--- src/rtl/riscv_csrbus_initiator_pkg.sv ---
// riscv_csrbus_initiator_pkg: shared encodings for the CSR bus initiator
// Provides the Zicsr funct3 encodings, FSM states, privilege levels and the read-only field code.
package riscv_csrbus_initiator_pkg;
    typedef enum logic [2:0] {
        CSR_RW  = 3'b001,
        CSR_RS  = 3'b010,
        CSR_RC  = 3'b011,
        CSR_RWI = 3'b101,
        CSR_RSI = 3'b110,
        CSR_RCI = 3'b111
    } csr_op_e;
    typedef enum logic [1:0] {IDLE, READ, WRITE, RESP} state_e;
    localparam logic [1:0] PRIV_U = 2'b00;
    localparam logic [1:0] PRIV_S = 2'b01;
    localparam logic [1:0] PRIV_M = 2'b11;
    localparam logic [1:0] RO_FIELD = 2'b11;
endpackage

--- src/rtl/riscv_csrbus_if.sv ---
// riscv_csrbus_if: CSR bus between an initiator and generated register blocks
// master drives valid/address/write/write_data; the target returns ready/status/read_data.
interface riscv_csrbus_if #(
    parameter int XLEN = 64,
    parameter int ADDRESS_WIDTH = 15
) ();
    logic                     valid;
    logic [ADDRESS_WIDTH-1:0] address;
    logic                     write;
    logic [XLEN-1:0]          write_data;
    logic                     ready;
    logic [1:0]               status;
    logic [XLEN-1:0]          read_data;
    modport master (output valid, address, write, write_data, input ready, status, read_data);
    modport slave (input valid, address, write, write_data, output ready, status, read_data);
endinterface

--- src/rtl/riscv_csr_op_alu.sv ---
// riscv_csr_op_alu: Zicsr new-value computation and access decision
// Ports: op (funct3), old_value, operand, src_is_x0, rd_is_x0 in; new_value, do_read, do_write out.
module riscv_csr_op_alu
    import riscv_csrbus_initiator_pkg::*;
#(
    parameter int XLEN = 64
) (
    input  logic [2:0]      op,
    input  logic [XLEN-1:0] old_value,
    input  logic [XLEN-1:0] operand,
    input  logic            src_is_x0,
    input  logic            rd_is_x0,
    output logic [XLEN-1:0] new_value,
    output logic            do_read,
    output logic            do_write
);
    logic is_rw, is_rs;
    always_comb begin
        is_rw = op == CSR_RW || op == CSR_RWI;
        is_rs = op == CSR_RS || op == CSR_RSI;
        new_value = is_rw ? operand : is_rs ? (old_value | operand) : (old_value & ~operand);
        do_write = is_rw || !src_is_x0;
        do_read = !(is_rw && rd_is_x0);
    end
endmodule

--- src/rtl/riscv_csrbus_initiator.sv ---
// riscv_csrbus_initiator: executes one Zicsr request as CSR bus read/write accesses
// Ports: i_clk/i_rst; request i_req_* with o_req_ready and i_priv; response o_rsp_valid/
// i_rsp_ready/o_rsp_rdata/o_rsp_illegal; csrbus_if master side with registered outputs.
module riscv_csrbus_initiator
    import riscv_csrbus_initiator_pkg::*;
#(
    parameter int XLEN = 64,
    parameter int ADDRESS_WIDTH = 15,
    parameter int TIMEOUT_CYCLES = 256
) (
    input  logic            i_clk,
    input  logic            i_rst,
    input  logic            i_req_valid,
    output logic            o_req_ready,
    input  logic [2:0]      i_req_op,
    input  logic [11:0]     i_req_csr,
    input  logic [XLEN-1:0] i_req_operand,
    input  logic            i_req_src_is_x0,
    input  logic            i_req_rd_is_x0,
    input  logic [1:0]      i_priv,
    output logic            o_rsp_valid,
    input  logic            i_rsp_ready,
    output logic [XLEN-1:0] o_rsp_rdata,
    output logic            o_rsp_illegal,
    riscv_csrbus_if.master  csrbus_if
);
    localparam int SHIFT = $clog2(XLEN / 8);
    state_e state, state_d;
    logic [2:0] op_q;
    logic [XLEN-1:0] operand_q, new_value, write_data_d, rdata_d;
    logic [ADDRESS_WIDTH-1:0] address_d;
    logic [31:0] cnt, cnt_d;
    logic do_write_q, do_read, do_write, accept, illegal, timeout, bus_ok;
    logic valid_d, write_d, rsp_valid_d, illegal_d, req_ready_d;
    // In IDLE the ALU sees the live request with old value 0 (write-only path);
    // in READ it sees the captured request and the returned read data.
    riscv_csr_op_alu #(.XLEN(XLEN)) u_alu (
        .op        (state == IDLE ? i_req_op : op_q),
        .old_value (state == READ ? csrbus_if.read_data : '0),
        .operand   (state == IDLE ? i_req_operand : operand_q),
        .src_is_x0 (i_req_src_is_x0),
        .rd_is_x0  (i_req_rd_is_x0),
        .new_value (new_value),
        .do_read   (do_read),
        .do_write  (do_write)
    );
    assign accept = i_req_valid && o_req_ready;
    assign illegal = i_req_op[1:0] == 2'b00 || i_req_csr[9:8] > i_priv ||
                     (do_write && i_req_csr[11:10] == RO_FIELD);
    assign timeout = TIMEOUT_CYCLES != 0 && cnt + 32'd1 == 32'(TIMEOUT_CYCLES);
    assign bus_ok = csrbus_if.status == 2'b00;
    always_comb begin
        state_d = state;
        valid_d = csrbus_if.valid;
        write_d = csrbus_if.write;
        address_d = csrbus_if.address;
        write_data_d = csrbus_if.write_data;
        rdata_d = o_rsp_rdata;
        illegal_d = o_rsp_illegal;
        rsp_valid_d = o_rsp_valid;
        cnt_d = cnt;
        case (state)
            IDLE: if (accept) begin
                address_d = ADDRESS_WIDTH'(i_req_csr) << SHIFT;
                rdata_d = '0;
                illegal_d = illegal;
                cnt_d = '0;
                state_d = illegal ? RESP : do_read ? READ : WRITE;
                rsp_valid_d = illegal;
                valid_d = !illegal;
                write_d = !illegal && !do_read;
                write_data_d = new_value;
            end
            READ, WRITE: if (csrbus_if.ready) begin
                if (state == READ && bus_ok && do_write_q) begin
                    state_d = WRITE;
                    write_d = 1'b1;
                    write_data_d = new_value;
                    rdata_d = csrbus_if.read_data;
                    cnt_d = '0;
                end else begin
                    state_d = RESP;
                    valid_d = 1'b0;
                    write_d = 1'b0;
                    rsp_valid_d = 1'b1;
                    illegal_d = !bus_ok;
                    rdata_d = !bus_ok ? '0 : state == READ ? csrbus_if.read_data : o_rsp_rdata;
                end
            end else if (timeout) begin
                state_d = RESP;
                valid_d = 1'b0;
                write_d = 1'b0;
                rsp_valid_d = 1'b1;
                illegal_d = 1'b1;
                rdata_d = '0;
            end else begin
                cnt_d = cnt + 32'd1;
            end
            RESP: if (i_rsp_ready) begin
                state_d = IDLE;
                rsp_valid_d = 1'b0;
            end
        endcase
        req_ready_d = state_d == IDLE;
    end
    always_ff @(posedge i_clk) begin
        if (i_rst) begin
            state <= IDLE;
            o_req_ready <= 1'b0;
            o_rsp_valid <= 1'b0;
            o_rsp_rdata <= '0;
            o_rsp_illegal <= 1'b0;
            csrbus_if.valid <= 1'b0;
            csrbus_if.write <= 1'b0;
            csrbus_if.address <= '0;
            csrbus_if.write_data <= '0;
            cnt <= '0;
            op_q <= '0;
            operand_q <= '0;
            do_write_q <= 1'b0;
        end else begin
            state <= state_d;
            o_req_ready <= req_ready_d;
            o_rsp_valid <= rsp_valid_d;
            o_rsp_rdata <= rdata_d;
            o_rsp_illegal <= illegal_d;
            csrbus_if.valid <= valid_d;
            csrbus_if.write <= write_d;
            csrbus_if.address <= address_d;
            csrbus_if.write_data <= write_data_d;
            cnt <= cnt_d;
            if (accept) begin
                op_q <= i_req_op;
                operand_q <= i_req_operand;
                do_write_q <= do_write;
            end
        end
    end
endmodule

--- src/flat_wrapper.sv ---
// flat-port wrapper written by rule: the top's interface ports become plain ports
module riscv_csrbus_initiator_flat import riscv_csrbus_initiator_pkg::*;
#(
    parameter int XLEN = 64,
    parameter int ADDRESS_WIDTH = 15,
    parameter int TIMEOUT_CYCLES = 256
)
  (i_clk, i_rst, i_req_valid, o_req_ready, i_req_op, i_req_csr, i_req_operand, i_req_src_is_x0, i_req_rd_is_x0, i_priv, o_rsp_valid, i_rsp_ready, o_rsp_rdata, o_rsp_illegal, csrbus_if_valid, csrbus_if_address, csrbus_if_write, csrbus_if_write_data, csrbus_if_ready, csrbus_if_status, csrbus_if_read_data);
  riscv_csrbus_if #(.XLEN(XLEN), .ADDRESS_WIDTH(ADDRESS_WIDTH)) csrbus_if_i ();
  input  logic i_clk;
  input  logic i_rst;
  input  logic i_req_valid;
  output logic o_req_ready;
  input  logic [2:0] i_req_op;
  input  logic [11:0] i_req_csr;
  input  logic [XLEN-1:0] i_req_operand;
  input  logic i_req_src_is_x0;
  input  logic i_req_rd_is_x0;
  input  logic [1:0] i_priv;
  output logic o_rsp_valid;
  input  logic i_rsp_ready;
  output logic [XLEN-1:0] o_rsp_rdata;
  output logic o_rsp_illegal;
  output wire logic [$bits(csrbus_if_i.valid)-1:0] csrbus_if_valid;
  output wire logic [$bits(csrbus_if_i.address)-1:0] csrbus_if_address;
  output wire logic [$bits(csrbus_if_i.write)-1:0] csrbus_if_write;
  output wire logic [$bits(csrbus_if_i.write_data)-1:0] csrbus_if_write_data;
  input wire logic [$bits(csrbus_if_i.ready)-1:0] csrbus_if_ready;
  input wire logic [$bits(csrbus_if_i.status)-1:0] csrbus_if_status;
  input wire logic [$bits(csrbus_if_i.read_data)-1:0] csrbus_if_read_data;
  assign csrbus_if_valid = csrbus_if_i.valid;
  assign csrbus_if_address = csrbus_if_i.address;
  assign csrbus_if_write = csrbus_if_i.write;
  assign csrbus_if_write_data = csrbus_if_i.write_data;
  assign csrbus_if_i.ready = csrbus_if_ready;
  assign csrbus_if_i.status = csrbus_if_status;
  assign csrbus_if_i.read_data = csrbus_if_read_data;
  riscv_csrbus_initiator #(.XLEN(XLEN), .ADDRESS_WIDTH(ADDRESS_WIDTH), .TIMEOUT_CYCLES(TIMEOUT_CYCLES)) u_core (.i_clk(i_clk), .i_rst(i_rst), .i_req_valid(i_req_valid), .o_req_ready(o_req_ready), .i_req_op(i_req_op), .i_req_csr(i_req_csr), .i_req_operand(i_req_operand), .i_req_src_is_x0(i_req_src_is_x0), .i_req_rd_is_x0(i_req_rd_is_x0), .i_priv(i_priv), .o_rsp_valid(o_rsp_valid), .i_rsp_ready(i_rsp_ready), .o_rsp_rdata(o_rsp_rdata), .o_rsp_illegal(o_rsp_illegal), .csrbus_if(csrbus_if_i));
endmodule
--- config.mk ---
export PLATFORM = sky130hd
export DESIGN_NAME = riscv_csrbus_initiator_flat
export DESIGN_NICKNAME = d
export VERILOG_FILES = /design/src/rtl/riscv_csrbus_initiator_pkg.sv /design/src/rtl/riscv_csrbus_if.sv /design/src/rtl/riscv_csr_op_alu.sv /design/src/rtl/riscv_csrbus_initiator.sv /design/src/flat_wrapper.sv
export SDC_FILE = /design/constraint.sdc
export NUM_CORES = 1
export LEC_CHECK = 0
export ABC_AREA = 1
export CAP_MARGIN = 20
export CORE_MARGIN = 4
export CORE_UTILIZATION = 50
export CTS_CLUSTER_DIAMETER = 40
export CTS_CLUSTER_SIZE = 14
export DETAILED_ROUTE_END_ITERATION = 8
export GPL_TIMING_DRIVEN = 0
export HOLD_SLACK_MARGIN = 0.03
export PLACE_DENSITY = 0.92
export SLEW_MARGIN = 20
export SYNTH_ARGS = -nofsm -noshare
export SYNTH_HDL_FRONTEND = slang
export SYNTH_SLANG_ARGS = --single-unit
--- constraint.sdc ---
create_clock -name i_clk -period 2.8 [get_ports i_clk]
set_input_delay 0.56 -clock i_clk [delete_from_list [all_inputs] [get_ports i_clk]]
set_output_delay 0.56 -clock i_clk [all_outputs]
set_load 0.05 [all_outputs]
==> key figures, run 1 <==
Status
  • Outcome: finished, final reports clean

Finish
  • Number of standard cells in the layout, taps in and fillers out: 2,622
  • Fraction of final layout cells sized beyond drive strength 1: 8.28%
  • Final layout net count: approximately 2.4k
  • Area growth from synthesis to final layout: 39.1%
  • Fillers: between 1.5k and 2k
  • Final standard cell utilization of the core: a little under three quarters

Power and ir drop
  • Switching power share of the total: 47.3%
  • Fraction of power consumed by combinational cells: about half
  • Internal power: around 11 mW
  • Reg power frac: around a quarter
  • Sw power: about 9.6 mW
  • P_leak: between 7 and 8 nW
  • Portion of total power attributed to the clock network: about a quarter
  • P per Cell Area: between 1000 and 1500 nW/µm²
  • Peak supply drop: about 1.0 mV

Global route
  • Met2 demand-to-capacity share in global routing: a little over half
  • GR Util met3: just over 9%
  • Number of antenna violations at the first check in global routing: 4
  • Most used routing layer in global routing: met2
  • Wire length of the first global-routing pass: 74.9 mm
  • Via count of the first global-routing pass: about 15k
  • Grt total ovfl: 0
  • GRT Total Usage: 33.0%
  • Pin count of the biggest net entering global routing: 14
  • Global-route track usage on met1: 38.6%

Synth
  • Synthesized area divided by synthesized cell count: ~6.6 µm²
  • Share of the synthesized netlist area taken by xor and xnor gates: less than 1%
  • Count of state elements after synthesis: ~250
  • Mux share of post-synthesis cell area: 5.09%
  • Primary FF master, synth: sky130_fd_sc_hd__dfxtp_1
  • Synthesized-area fraction occupied by adder cells: less than 1%
  • Area fraction in compound gates after synthesis: about 15%
  • Sequential-to-total area share from yosys stat: 39.2%
  • Share of async-settable or async-resettable flops after synthesis: 0%
  • Syn Inst Count: 1,917
  • Post-synthesis instance area: 12,600 µm²
  • Count of flip-flops with a built-in enable after synthesis: 0
  • Number of unique standard cell types used by synthesis: 29
  • Area share of and/or/nand/nor cells after synthesis: a little under a third
  • Largest family of logic cells by synthesized area: simple AND/OR/NAND/NOR gates
  • Yosys warning count: 0

Drt
  • Vias: between 10k and 15k
  • Iteration-0 DRC count of the detailed router: 1,544
  • Detailed-route wire length per cell: ~18 µm
  • Wire length reported by the detailed router: 48.3 mm
  • Post-route ant nets: 0
  • Routed vias/inst: between 5 and 6
  • Number of design rule violations left after detail routing: 0
  • Number of detailed-route iterations in the first pass: 6

Setup path
  • Family with the most delay on the worst path: buffers and inverters
  • Critical path's slowest cell: sky130_fd_sc_hd__dfxtp_1
  • Worst path max stage delay: approximately 440 ps
  • Largest fanout on the critical path: 10
  • Req. time, crit path: approximately 3200 ps
  • Cell chain of the critical path: inv_1 > ha_1 > clkbuf_1 > o21ai_0 > inv_1 > nor2_2 > clkbuf_4 > buf_2 > o21ai_0 > o211ai_1 > a21oi_1
  • Type of the worst setup path: reg -> reg
  • R2R Setup Slk: 10 ps
  • WP buf/inv: 5
  • Worst EP arrival: 3200 ps
  • Startpoint types: register
  • Worst Setup End Kind: register

Timing
  • Final-report setup violation count: 0
  • Crit path time final: 2790 ps
  • Hold Vio Cnt, Final: 0
  • Worst Skew: between 40 and 50 ps
  • Maximum operating frequency: about 0.36 GHz
  • Share of the clock period used by the worst path: between 90% and 100%
  • Fin Hold WS: roughly 470 ps
  • Slew @ Worst Pin: 803 ps
  • Max transition margin: a little under half
  • RSZ-0062 raised after global routing: true
  • Fin. max-slew vios: 0
  • Setup slack after layout: 13.1 ps

Die
  • Overall die width: 167 µm
  • Die area: 27,800 µm²
  • Effective utilization at floorplan: about half
  • Number of rows in the core area: 57
  • Height of the die: around 170 µm
  • Total core area: 24,500 µm²
  • Top Ports: 302

Clocking
  • Post-CTS clock slew at the launch and capture registers of the worst setup and hold paths: ~60 ps
  • Number of clock buffers inserted by TritonCTS: 38
  • Clock net sink count: ~250
  • Source-to-sink clock delay at the later pin of the worst-skew pair: 550 ps
  • Maximum level of the CTS H-tree: 2
  • Clock tree from TritonCTS: yes
  • Buffer cell driving the clock tree root: sky130_fd_sc_hd__clkbuf_16
  • Clock Path Buffers: 3

Hold path
  • Worst hold path class: reg -> reg

Place
  • Worst slack after detailed placement: -369 ps
  • Number of port buffers: 296
  • Number of cells after detailed placement: about 2.5k
  • Half-perimeter wire length of the detailed placement result: ~35 mm
  • Routability Congestion: between 0.9 and 1

Flow run
  • Total of max-cap violations: 0
[registers in the layout (all words and copies together), names as in the netlist, 2 cells and up]
name                         cells
u_core.cnt                      32
u_core.csrbus_if.address        12
u_core.csrbus_if.write_data     64
u_core.o_rsp_rdata              64
u_core.op_q                      2
u_core.operand_q                64
u_core.state                     2
[logic make-up (layout without fill, tap and decap cells)]
| logic type | Yosys count | count (layout) |
|---|---|---|
| buf+inv | 297 | 674 |
| flops | 246 | 246 |
| xor+xnor | 5 | 5 |
| fa+ha+maj | 7 | 7 |
| compound gates | 343 | 343 |
| other cells | 1 | 5 |
| simple gates | 954 | 954 |
| mux | 64 | 64 |
[cells in the mapped netlist (all sizes together), types with 2 or more instances]
cell    instances  area [µm²]
a21oi         122         611
a22oi           2        15.0
buf            40         230
clkbuf         84         315
dfxtp         246        4920
ha              7        87.6
inv           172         646
mux2i          64         641
nand2         497        1880
nand3          42         210
nand4          39         244
nor2          374        1450
o211ai         64         480
o21ai         152         761
xor2            5        43.8
[metal layers]
metal / share of wire [%] / routed length (µm)
met3: 11 / 5200
met2: 46 / 22000
met1: 37 / 17700
met5: 0.046 / 22
met4: 7.0 / 3360
[layout make-up]
type | instances | area [µm²] | area share [%]
Antenna cell | 2 | 5.00 | 0.0286
Buffer | 124 | 616 | 3.52
Multi-Input combinational cell | 1376 | 6570 | 37.5
Tap cell | 324 | 405 | 2.32
Clock inverter | 29 | 293 | 1.67
Inverter | 173 | 649 | 3.71
Clock buffer | 41 | 992 | 5.67
Sequential cell | 246 | 4930 | 28.2
Timing Repair Buffer | 307 | 3050 | 17.4
[power by group through the flow]
stage / Combinational [mW] / Clock, mW / Sequential [mW]
6_report: 10.2 / 4.74 / 5.28
5_1_grt: 11.0 / 4.89 / 5.38
4_1_cts: 9.94 / 4.74 / 5.23
3_5_place_dp: 9.75 / 0 / 5.28
3_3_place_gp: 9.53 / 0 / 5.25
2_1_floorplan: 4.48 / 0 / 7.39
[per-stage QoR]
stage | instance area [µm²] | power, mW | setup TNS [ps]
2_1_floorplan | 12600 | 11.9 | 0
3_3_place_gp | 16000 | 14.8 | -18000
3_5_place_dp | 16000 | 15.0 | -25220
4_1_cts | 17300 | 19.9 | 0
5_1_grt | 17500 | 21.3 | -1620
6_report | 17500 | 20.3 | 0
[final timing paths]
kind,startpoint,to,depth (start not counted)
worst max-delay path,u_core.state[0]$_SDFF_PP0_,u_core.csrbus_if.write_data[47]$_SDFFE_PP0P_,11
worst min-delay path,u_core.csrbus_if.write_data[39]$_SDFFE_PP0P_,u_core.csrbus_if.write_data[39]$_SDFFE_PP0P_,2
worst max register to register,u_core.state[0]$_SDFF_PP0_,u_core.csrbus_if.write_data[47]$_SDFFE_PP0P_,11
worst min register to register,u_core.csrbus_if.write_data[39]$_SDFFE_PP0P_,u_core.csrbus_if.write_data[39]$_SDFFE_PP0P_,2
[tightest hold or removal path, stage by stage, from the launching register on]
cell	delay (ps)
sky130_fd_sc_hd__dfxtp_1	310
sky130_fd_sc_hd__nand2_1	60
sky130_fd_sc_hd__a21oi_1	50
[timing repair]
item	in CTS	in global routing
hold endpoints to repair	0	0
setup endpoints to repair	133	158
gates resized for setup	25	59
pin swaps	2	7
hold buffers	0	0
setup buffers	5	6
[layout by cell type (no fill, tap or decap), types with 3 or more instances in the layout]
master,instances
sky130_fd_sc_hd__mux2i_1,64
sky130_fd_sc_hd__clkdlybuf4s50_1,296
sky130_fd_sc_hd__nor2_4,8
sky130_fd_sc_hd__clkinv_2,7
sky130_fd_sc_hd__buf_6,8
sky130_fd_sc_hd__dfxtp_1,243
sky130_fd_sc_hd__clkbuf_1,62
sky130_fd_sc_hd__o21ai_0,152
sky130_fd_sc_hd__inv_1,148
sky130_fd_sc_hd__nand2_1,491
sky130_fd_sc_hd__a21oi_2,6
sky130_fd_sc_hd__clkbuf_8,3
sky130_fd_sc_hd__nand3_2,3
sky130_fd_sc_hd__nor2_2,6
sky130_fd_sc_hd__clkbuf_2,22
sky130_fd_sc_hd__conb_1,3
sky130_fd_sc_hd__clkinv_4,7
sky130_fd_sc_hd__nand3_1,39
sky130_fd_sc_hd__nor2_1,360
sky130_fd_sc_hd__inv_2,24
sky130_fd_sc_hd__xor2_1,5
sky130_fd_sc_hd__buf_4,19
sky130_fd_sc_hd__ha_1,6
sky130_fd_sc_hd__clkbuf_16,38
sky130_fd_sc_hd__buf_2,5
sky130_fd_sc_hd__clkbuf_4,7
sky130_fd_sc_hd__a21oi_1,115
sky130_fd_sc_hd__nand2_2,5
sky130_fd_sc_hd__o211ai_1,64
sky130_fd_sc_hd__buf_1,12
sky130_fd_sc_hd__clkinvlp_4,8
sky130_fd_sc_hd__nand4_1,39
Note: power is estimated with default switching activity, not from simulation.
==> inputs of run 2 (changes only) <==
--- a/config.mk
+++ b/config.mk
@@ -15,7 +15,6 @@
 export GPL_TIMING_DRIVEN = 0
 export HOLD_SLACK_MARGIN = 0.03
 export PLACE_DENSITY = 0.92
-export SLEW_MARGIN = 20
 export SYNTH_ARGS = -nofsm -noshare
 export SYNTH_HDL_FRONTEND = slang
 export SYNTH_SLANG_ARGS = --single-unit
==> results of run 2 <==
No change in the layout: final DEF, timing and power equal those of run 1.
